**config.mk**
```make
export PLATFORM = sky130hd
export DESIGN_NAME = exe_stage
export DESIGN_NICKNAME = d
export VERILOG_FILES = /design/src/rtl/exe_stage_pkg.sv /design/src/rtl/alu.sv /design/src/rtl/exe_divider.sv /design/src/rtl/exe_stage.sv
export SDC_FILE = /design/constraint.sdc
export NUM_CORES = 1
export LEC_CHECK = 0
export BUFFER_PORTS_ARGS = -buffer_cell sky130_fd_sc_hd__buf_4
export CORE_ASPECT_RATIO = 1.5
export CORE_MARGIN = 3
export CORE_UTILIZATION = 53
export CTS_CLUSTER_DIAMETER = 200
export DETAILED_ROUTE_END_ITERATION = 6
export PLACE_DENSITY_LB_ADDON = 0.15
export SKIP_CTS_REPAIR_TIMING = 1
export SYNTH_ARGS = -nofsm -noshare
export SYNTH_HDL_FRONTEND = slang
export SYNTH_HIERARCHICAL = 1
export SYNTH_SLANG_ARGS = --single-unit
export TNS_END_PERCENT = 100
```
**constraint.sdc**
```tcl
create_clock -name clk -period 3.7 [get_ports clk]
set_input_delay 0.185 -clock clk [delete_from_list [all_inputs] [get_ports clk]]
set_output_delay 0.185 -clock clk [all_outputs]
set_load 0.01 [all_outputs]
```
**src/rtl/exe_stage_pkg.sv**
```systemverilog
// Shared definitions for the EXE stage: bus layouts, opcode bit indices and divider states.
package exe_stage_pkg;

  localparam int unsigned IdExeBusW  = 184;
  localparam int unsigned ExeMemBusW = 103;
  localparam int unsigned ExeWrBusW  = 39;
  localparam int unsigned AluOpW     = 12;
  localparam int unsigned DivOpW     = 4;

  // div_op one-hot bit positions
  localparam int unsigned DivW  = 0;
  localparam int unsigned ModW  = 1;
  localparam int unsigned DivWu = 2;
  localparam int unsigned ModWu = 3;

  // alu_op one-hot bit positions
  localparam int unsigned AluAdd  = 0;
  localparam int unsigned AluSub  = 1;
  localparam int unsigned AluSlt  = 2;
  localparam int unsigned AluSltu = 3;
  localparam int unsigned AluAnd  = 4;
  localparam int unsigned AluNor  = 5;
  localparam int unsigned AluOr   = 6;
  localparam int unsigned AluXor  = 7;
  localparam int unsigned AluSll  = 8;
  localparam int unsigned AluSrl  = 9;
  localparam int unsigned AluSra  = 10;
  localparam int unsigned AluLui  = 11;

  typedef enum logic [1:0] {
    DivIdle = 2'd0,
    DivBusy = 2'd1,
    DivDone = 2'd2
  } div_state_e;

  typedef struct packed {
    logic [AluOpW-1:0] alu_op;
    logic [DivOpW-1:0] div_op;
    logic [31:0]       src1;
    logic [31:0]       src2;
    logic [31:0]       rkd_value;
    logic              mem_we;
    logic              res_from_mem;
    logic              gr_we;
    logic [4:0]        dest;
    logic [31:0]       pc;
    logic [31:0]       inst;
  } id_exe_bus_t;

  function automatic logic [31:0] abs32(input logic [31:0] v, input logic is_signed);
    return (is_signed && v[31]) ? (32'd0 - v) : v;
  endfunction

endpackage

```
**src/rtl/alu.sv**
```systemverilog
// Combinational ALU driven by a one-hot opcode; result is the OR of the gated per-op results.
module alu
  import exe_stage_pkg::*;
(
  input  logic [AluOpW-1:0] alu_op,
  input  logic [31:0]       alu_src1,
  input  logic [31:0]       alu_src2,
  output logic [31:0]       alu_result
);

  logic        sub_like;
  logic [31:0] adder_b;
  logic [32:0] adder_sum;
  logic        slt_res;
  logic        sltu_res;
  logic [31:0] sll_res;
  logic [31:0] srl_res;
  logic [31:0] sra_res;

  assign sub_like  = alu_op[AluSub] | alu_op[AluSlt] | alu_op[AluSltu];
  assign adder_b   = sub_like ? ~alu_src2 : alu_src2;
  assign adder_sum = {1'b0, alu_src1} + {1'b0, adder_b} + {32'd0, sub_like};

  assign slt_res  = (alu_src1[31] & ~alu_src2[31]) |
                    (~(alu_src1[31] ^ alu_src2[31]) & adder_sum[31]);
  assign sltu_res = ~adder_sum[32];

  assign sll_res = alu_src1 << alu_src2[4:0];
  assign srl_res = alu_src1 >> alu_src2[4:0];
  assign sra_res = $signed(alu_src1) >>> alu_src2[4:0];

  always_comb begin
    alu_result = 32'd0;
    alu_result |= {32{alu_op[AluAdd] | alu_op[AluSub]}} & adder_sum[31:0];
    alu_result |= {32{alu_op[AluSlt]}}  & {31'd0, slt_res};
    alu_result |= {32{alu_op[AluSltu]}} & {31'd0, sltu_res};
    alu_result |= {32{alu_op[AluAnd]}}  & (alu_src1 & alu_src2);
    alu_result |= {32{alu_op[AluNor]}}  & ~(alu_src1 | alu_src2);
    alu_result |= {32{alu_op[AluOr]}}   & (alu_src1 | alu_src2);
    alu_result |= {32{alu_op[AluXor]}}  & (alu_src1 ^ alu_src2);
    alu_result |= {32{alu_op[AluSll]}}  & sll_res;
    alu_result |= {32{alu_op[AluSrl]}}  & srl_res;
    alu_result |= {32{alu_op[AluSra]}}  & sra_res;
    alu_result |= {32{alu_op[AluLui]}}  & alu_src2;
  end

endmodule

```
**src/rtl/exe_divider.sv**
```systemverilog
// Iterative radix-2 restoring divider on magnitudes with a final sign fix.
// EXE_DIV_SHORTCUT_EN: trivial divides (zero divisor or |src1| < |src2|) finish without iterating.
module exe_divider
  import exe_stage_pkg::*;
#(
  parameter int unsigned Iters = 32
) (
  input  logic        clk_i,
  input  logic        rst_ni,
  input  logic        start_i,
  input  logic        signed_i,
  input  logic [31:0] src1_i,
  input  logic [31:0] src2_i,
  input  logic        ack_i,
  output logic        done_o,
  output logic [31:0] quotient_o,
  output logic [31:0] remainder_o
);

  localparam int unsigned CntW = $clog2(Iters);

  div_state_e      state_q, state_d;
  logic [CntW-1:0] cnt_q, cnt_d;
  logic [31:0]     quo_q, quo_d;
  logic [31:0]     rem_q, rem_d;
  logic [31:0]     dvs_q, dvs_d;
  logic            q_neg_q, q_neg_d;
  logic            r_neg_q, r_neg_d;
  logic            dz_q, dz_d;

  logic [31:0] abs1;
  logic [31:0] abs2;
  logic        src2_zero;
  logic        shortcut;
  logic [32:0] trial;
  logic [32:0] diff;
  logic        ge;

  assign abs1      = abs32(src1_i, signed_i);
  assign abs2      = abs32(src2_i, signed_i);
  assign src2_zero = (src2_i == 32'd0);

`ifdef EXE_DIV_SHORTCUT_EN
  assign shortcut = src2_zero | (abs1 < abs2);
`else
  assign shortcut = 1'b0;
`endif

  // Quotient register doubles as the dividend shifter: its MSB feeds the partial remainder.
  assign trial = {rem_q, quo_q[31]};
  assign diff  = trial - {1'b0, dvs_q};
  assign ge    = (trial >= {1'b0, dvs_q});

  always_comb begin
    state_d = state_q;
    cnt_d   = cnt_q;
    quo_d   = quo_q;
    rem_d   = rem_q;
    dvs_d   = dvs_q;
    q_neg_d = q_neg_q;
    r_neg_d = r_neg_q;
    dz_d    = dz_q;
    unique case (state_q)
      DivIdle: begin
        if (start_i) begin
          dvs_d   = abs2;
          q_neg_d = signed_i & (src1_i[31] ^ src2_i[31]);
          r_neg_d = signed_i & src1_i[31];
          dz_d    = src2_zero;
          cnt_d   = '0;
          if (shortcut) begin
            quo_d   = {32{src2_zero}};
            rem_d   = abs1;
            state_d = DivDone;
          end else begin
            quo_d   = abs1;
            rem_d   = 32'd0;
            state_d = DivBusy;
          end
        end
      end
      DivBusy: begin
        quo_d = {quo_q[30:0], ge};
        rem_d = ge ? diff[31:0] : trial[31:0];
        cnt_d = cnt_q + CntW'(1);
        if (cnt_q == CntW'(Iters - 1)) begin
          state_d = DivDone;
        end
      end
      DivDone: begin
        if (ack_i) begin
          state_d = DivIdle;
        end
      end
      default: state_d = DivIdle;
    endcase
  end

  always_ff @(posedge clk_i) begin
    if (!rst_ni) begin
      state_q <= DivIdle;
      cnt_q   <= '0;
      quo_q   <= 32'd0;
      rem_q   <= 32'd0;
      dvs_q   <= 32'd0;
      q_neg_q <= 1'b0;
      r_neg_q <= 1'b0;
      dz_q    <= 1'b0;
    end else begin
      state_q <= state_d;
      cnt_q   <= cnt_d;
      quo_q   <= quo_d;
      rem_q   <= rem_d;
      dvs_q   <= dvs_d;
      q_neg_q <= q_neg_d;
      r_neg_q <= r_neg_d;
      dz_q    <= dz_d;
    end
  end

  // A zero divisor keeps the all-ones quotient; the remainder fix restores the original src1.
  assign done_o      = (state_q == DivDone);
  assign quotient_o  = (q_neg_q && !dz_q) ? (32'd0 - quo_q) : quo_q;
  assign remainder_o = r_neg_q ? (32'd0 - rem_q) : rem_q;

endmodule

```
**src/rtl/exe_stage.sv**
```systemverilog
// Execute stage: ALU, multi-cycle divide, data SRAM request, EXE->MEM and forwarding buses.
// The divider honours EXE_DIV_SHORTCUT_EN for early completion of trivial divides.
module exe_stage
  import exe_stage_pkg::*;
#(
  parameter int unsigned ALU_OP_W  = 12,
  parameter int unsigned DIV_ITERS = 32
) (
  input  logic                  clk,
  input  logic                  resetn,
  input  logic                  id_exe_valid,
  output logic                  exe_allowin,
  input  logic [IdExeBusW-1:0]  id_exe_bus,
  output logic                  exe_mem_valid,
  input  logic                  mem_allowin,
  output logic [ExeMemBusW-1:0] exe_mem_bus,
  output logic                  data_sram_en,
  output logic [3:0]            data_sram_we,
  output logic [31:0]           data_sram_addr,
  output logic [31:0]           data_sram_wdata,
  output logic [ExeWrBusW-1:0]  exe_wr_bus
);

  logic        exe_valid_q;
  id_exe_bus_t id_exe_bus_q;

  logic [ALU_OP_W-1:0] alu_op;
  logic [31:0]         alu_result;
  logic                is_div;
  logic                div_signed;
  logic                div_sel_quo;
  logic                div_done;
  logic [31:0]         div_quotient;
  logic [31:0]         div_remainder;
  logic                exe_ready_go;
  logic                handoff;
  logic [31:0]         exe_result;

  always_ff @(posedge clk) begin
    if (!resetn) begin
      exe_valid_q <= 1'b0;
    end else if (exe_allowin) begin
      exe_valid_q <= id_exe_valid;
    end
  end

  // Cleared on reset so every output reads zero before the first instruction arrives.
  always_ff @(posedge clk) begin
    if (!resetn) begin
      id_exe_bus_q <= '0;
    end else if (id_exe_valid && exe_allowin) begin
      id_exe_bus_q <= id_exe_bus;
    end
  end

  assign alu_op      = id_exe_bus_q.alu_op;
  assign is_div      = |id_exe_bus_q.div_op;
  assign div_signed  = id_exe_bus_q.div_op[DivW] | id_exe_bus_q.div_op[ModW];
  assign div_sel_quo = id_exe_bus_q.div_op[DivW] | id_exe_bus_q.div_op[DivWu];

  alu u_alu (
    .alu_op     (alu_op),
    .alu_src1   (id_exe_bus_q.src1),
    .alu_src2   (id_exe_bus_q.src2),
    .alu_result (alu_result)
  );

  exe_divider #(
    .Iters (DIV_ITERS)
  ) u_divider (
    .clk_i       (clk),
    .rst_ni      (resetn),
    .start_i     (exe_valid_q & is_div),
    .signed_i    (div_signed),
    .src1_i      (id_exe_bus_q.src1),
    .src2_i      (id_exe_bus_q.src2),
    .ack_i       (handoff),
    .done_o      (div_done),
    .quotient_o  (div_quotient),
    .remainder_o (div_remainder)
  );

  assign exe_ready_go  = ~is_div | div_done;
  assign exe_mem_valid = exe_valid_q & exe_ready_go;
  assign exe_allowin   = ~exe_valid_q | (exe_ready_go & mem_allowin);
  assign handoff       = exe_valid_q & mem_allowin;

  assign exe_result = is_div ? (div_sel_quo ? div_quotient : div_remainder) : alu_result;

  assign exe_mem_bus = {id_exe_bus_q.gr_we, id_exe_bus_q.res_from_mem, id_exe_bus_q.dest,
                        id_exe_bus_q.pc, id_exe_bus_q.inst, exe_result};

  // Requests fire only on the handoff cycle so a stalled access is never issued twice.
  assign data_sram_en    = handoff & (id_exe_bus_q.mem_we | id_exe_bus_q.res_from_mem);
  assign data_sram_we    = {4{id_exe_bus_q.mem_we & handoff}};
  assign data_sram_addr  = alu_result;
  assign data_sram_wdata = id_exe_bus_q.rkd_value;

  assign exe_wr_bus = {exe_valid_q & id_exe_bus_q.gr_we, id_exe_bus_q.res_from_mem,
                       id_exe_bus_q.dest, exe_result};

endmodule
```
==> metrics <==
Min Clock Period, post-route approximately 4300 ps; power per cell area a little over 500 nW/µm²; pin count of the biggest net entering global routing between 150 and 200; Final Skew roughly 26 ps; Crit path max-delay family compound AO/OA/AOI/OAI gates; Cell variety after synth 86; normalized max-slew margin 0.379; Via Count between 20k and 30k; largest cells by area after synthesis dfxtp_1 23%, mux2i_1 12%, nand2_1 9.0%; Layout Nets about 4.2k; CTS tree built; CTS Root Cell clkbuf_16; starting density of the core 0.541; via density per instance between 6 and 7; htree depth 1; startpoint types flip-flop; vias in the first global route 26.2k; Sw Share 0.438; Placer Congestion between 1 and 1.5; drt drc 1; non-filler cells in the finished layout around 4.5k; std cell rows between 90 and 100; setup tns final -32,950 ps; Post-synth top cells 612 x nand2_1, 304 x mux2i_1, 291 x dfxtp_1, 198 x nor2_1, 185 x o21ai_0; failing checks DRC, setup timing; Post-synth EDFFs 0; die width 185 µm; 1st-pass router iterations 7; Num CTS Buffers 30; GRT Total Usage 0.393; Gate power share 0.604; final worst slack -603 ps; maximum buffer depth of the clock tree 3; placed cell count around 4.2k; Psw around 7.6 mW; Worst Path Required ~3500 ps; crit-path max FO 6; RSZ-0062 raised after global routing true; WP data arrival 4120 ps; global-route wire length before repair around 150 mm; # clock sinks slightly below 300; antenna violations before repair 4; Worst Tran Pin Value slightly above 900 ps; share of layout cells above drive strength 1 0.263; internal power between 9 and 10 mW; GRT overflow 0; Cell Area, Synth about 26,000 µm²; clk_lat worst skew roughly 610 ps; Syn Nets 3,581; sequential area share after synthesis 0.228; status finished, violations left; WL final between 100 and 150 mm; max-slew violation count 0; final period utilization 1.16; # port buffers 400; Die H ~270 µm; crit-path cells nor3_4, buf_12, clkbuf_16, mux2i_4, fa_2, a21o_1, a221o_1, a21oi_2, buf_6, nand2b_4, a31oi_4, o41ai_2, a221o_1, nand2_1, o21ai_2, buf_4; Ports around 400; crit path kind flip-flop to output pin; CP dominant cell by count a221o_1; Routed wire per std cell 26.2 µm; Synth top area share 0.228; post-synthesis cell count between 3k and 4k; initial drt markers between 2k and 3k; post-route ant nets 0; Core Box Area between 40,000 and 50,000 µm²; share of flip-flops with an asynchronous set or reset 0; Largest stage delay, worst path approximately 400 ps; die footprint about 50,000 µm²; leakage between 15 and 20 nW; final setup fails just under 90; Flop pwr share 0.216; Final Hold Vio Count 0; area leader, netlist dfxtp_1; Post-DP HPWL 83.9 mm; Avg Synthesized Cell Area between 7 and 8 µm²; worst hold path type input pin to flip-flop; #FFs+latches synth 291; Main synth FF type dfxtp_1; maxcap violations 0; Worst VDD drop 0.528 mV; Reg clk slew, reported paths 70 ps; Layout Area Growth over Synthesis 32.0%; most frequent cell after synthesis nand2_1; Worst Path Buf+Inv 4; Ys Warns 6; crit end category output pin; slowest CP cell a221o_1; achievable frequency approximately 0.23 GHz; Clock power frac 0.180
## layout by cell type, fill, tap and decap left out, types with 16 or more instances in the layout
cell           count
buf_4            689
nand2_1          610
mux2i_1          302
dfxtp_1          285
nor2_1           189
dlygate4sd3_1    182
a21oi_1          152
o21ai_0          148
inv_1            131
ha_1             129
xnor2_1          122
mux4_2            58
xor2_1            56
nand3_1           54
a211oi_1          42
a22oi_1           38
clkbuf_16         33
a21o_1            31
nor3_1            31
a222oi_1          31
buf_6             28
o21ai_2           24
o31ai_1           23
and3_1            20
a31oi_1           19
o21ai_1           18
and2_1            17
a21oi_2           16
nor2b_1           16
## layout make-up
type | count | area (µm²)
Tap cell | 594 | 743
Sequential cell | 291 | 5840
Fill cell | 3484 | 13500
Clock inverter | 16 | 158
Clock buffer | 39 | 815
Inverter | 135 | 508
Antenna cell | 4 | 10.0
Timing Repair Buffer | 918 | 7710
Multi-Input combinational cell | 2466 | 18000
## state kept, by name, summed over array words and instances (netlist names), 2 cells and up
name,cells
exe_mem_bus,71
id_exe_bus_q,69
data_sram_wdata,32
u_divider/dvs_q,32
u_divider/quo_q,32
u_divider/rem_q,32
alu_op,12
u_divider/cnt_q,5
u_divider/state_q,2
## final timing paths
| check | start | slack (ps) | endpoint | cells after the start |
|---|---|---|---|---|
| min | resetn | 30 | id_exe_bus_q[132] | 3 |
| min reg2reg | exe_mem_bus[95] | 460 | exe_mem_bus[95] | 2 |
| max reg2reg | u_divider/rem_q[6] | 180 | u_divider/rem_q[29] | 13 |
| max | alu_op[3] | -600 | exe_wr_bus[28] | 16 |
## worst reg2reg max path: stages (launching register included)
cell and delay, ps:
dfxtp_1 320, buf_4 160, ha_1 370, o21a_1 190
a21oi_1 230, nor4b_1 360, o21ai_1 290, a2111oi_2 470
buf_4 210, nor2_1 40, buf_4 150, a31oi_1 170
mux2_2 360, o211ai_1 90
## routing by layer
metal	routed length, µm	up-vias	global-route usage
li1	-	12600	-
met4	13400	2	0.350
met2	56100	1770	0.683
met5	17	-	0
met1	38500	13300	0.395
met3	8980	626	0.0753
## cell families (layout without fill, tap and decap cells)
group	count (synthesis)	in the layout	synth area share
and+or+nand+nor	1058	1058	0.179
AOI/OAI and AO/OA	706	706	0.181
buffers and inverters	499	1108	0.103
muxes	375	375	0.176
DFF	291	291	0.228
xor gates and xnor gates	190	190	0.0651
adders and majority gates	137	137	0.0676
other	0	4	0
## stage by stage
stage	total power, mW	area, µm²	utilization	setup WS [ps]	hold slack [ps]
6_report	17.4	33700	0.715	-603	25.5
3_3_place_gp	13.0	29800	0.631	16.1	442
3_5_place_dp	13.2	29800	0.631	-30.6	449
2_1_floorplan	9.36	25700	-	7.92	303
5_1_grt	18.0	33700	0.714	-672	36.2
4_1_cts	16.3	30800	0.652	-674	-188
## power groups by stage
stage	Combinational, mW	Sequential (mW)	Clock, mW
2_1_floorplan	5.62	3.74	0
3_3_place_gp	9.23	3.78	0
3_5_place_dp	9.37	3.79	0
4_1_cts	9.41	3.73	3.13
5_1_grt	11.0	3.78	3.24
6_report	10.5	3.77	3.13
Power figures use the tool's default switching activity.
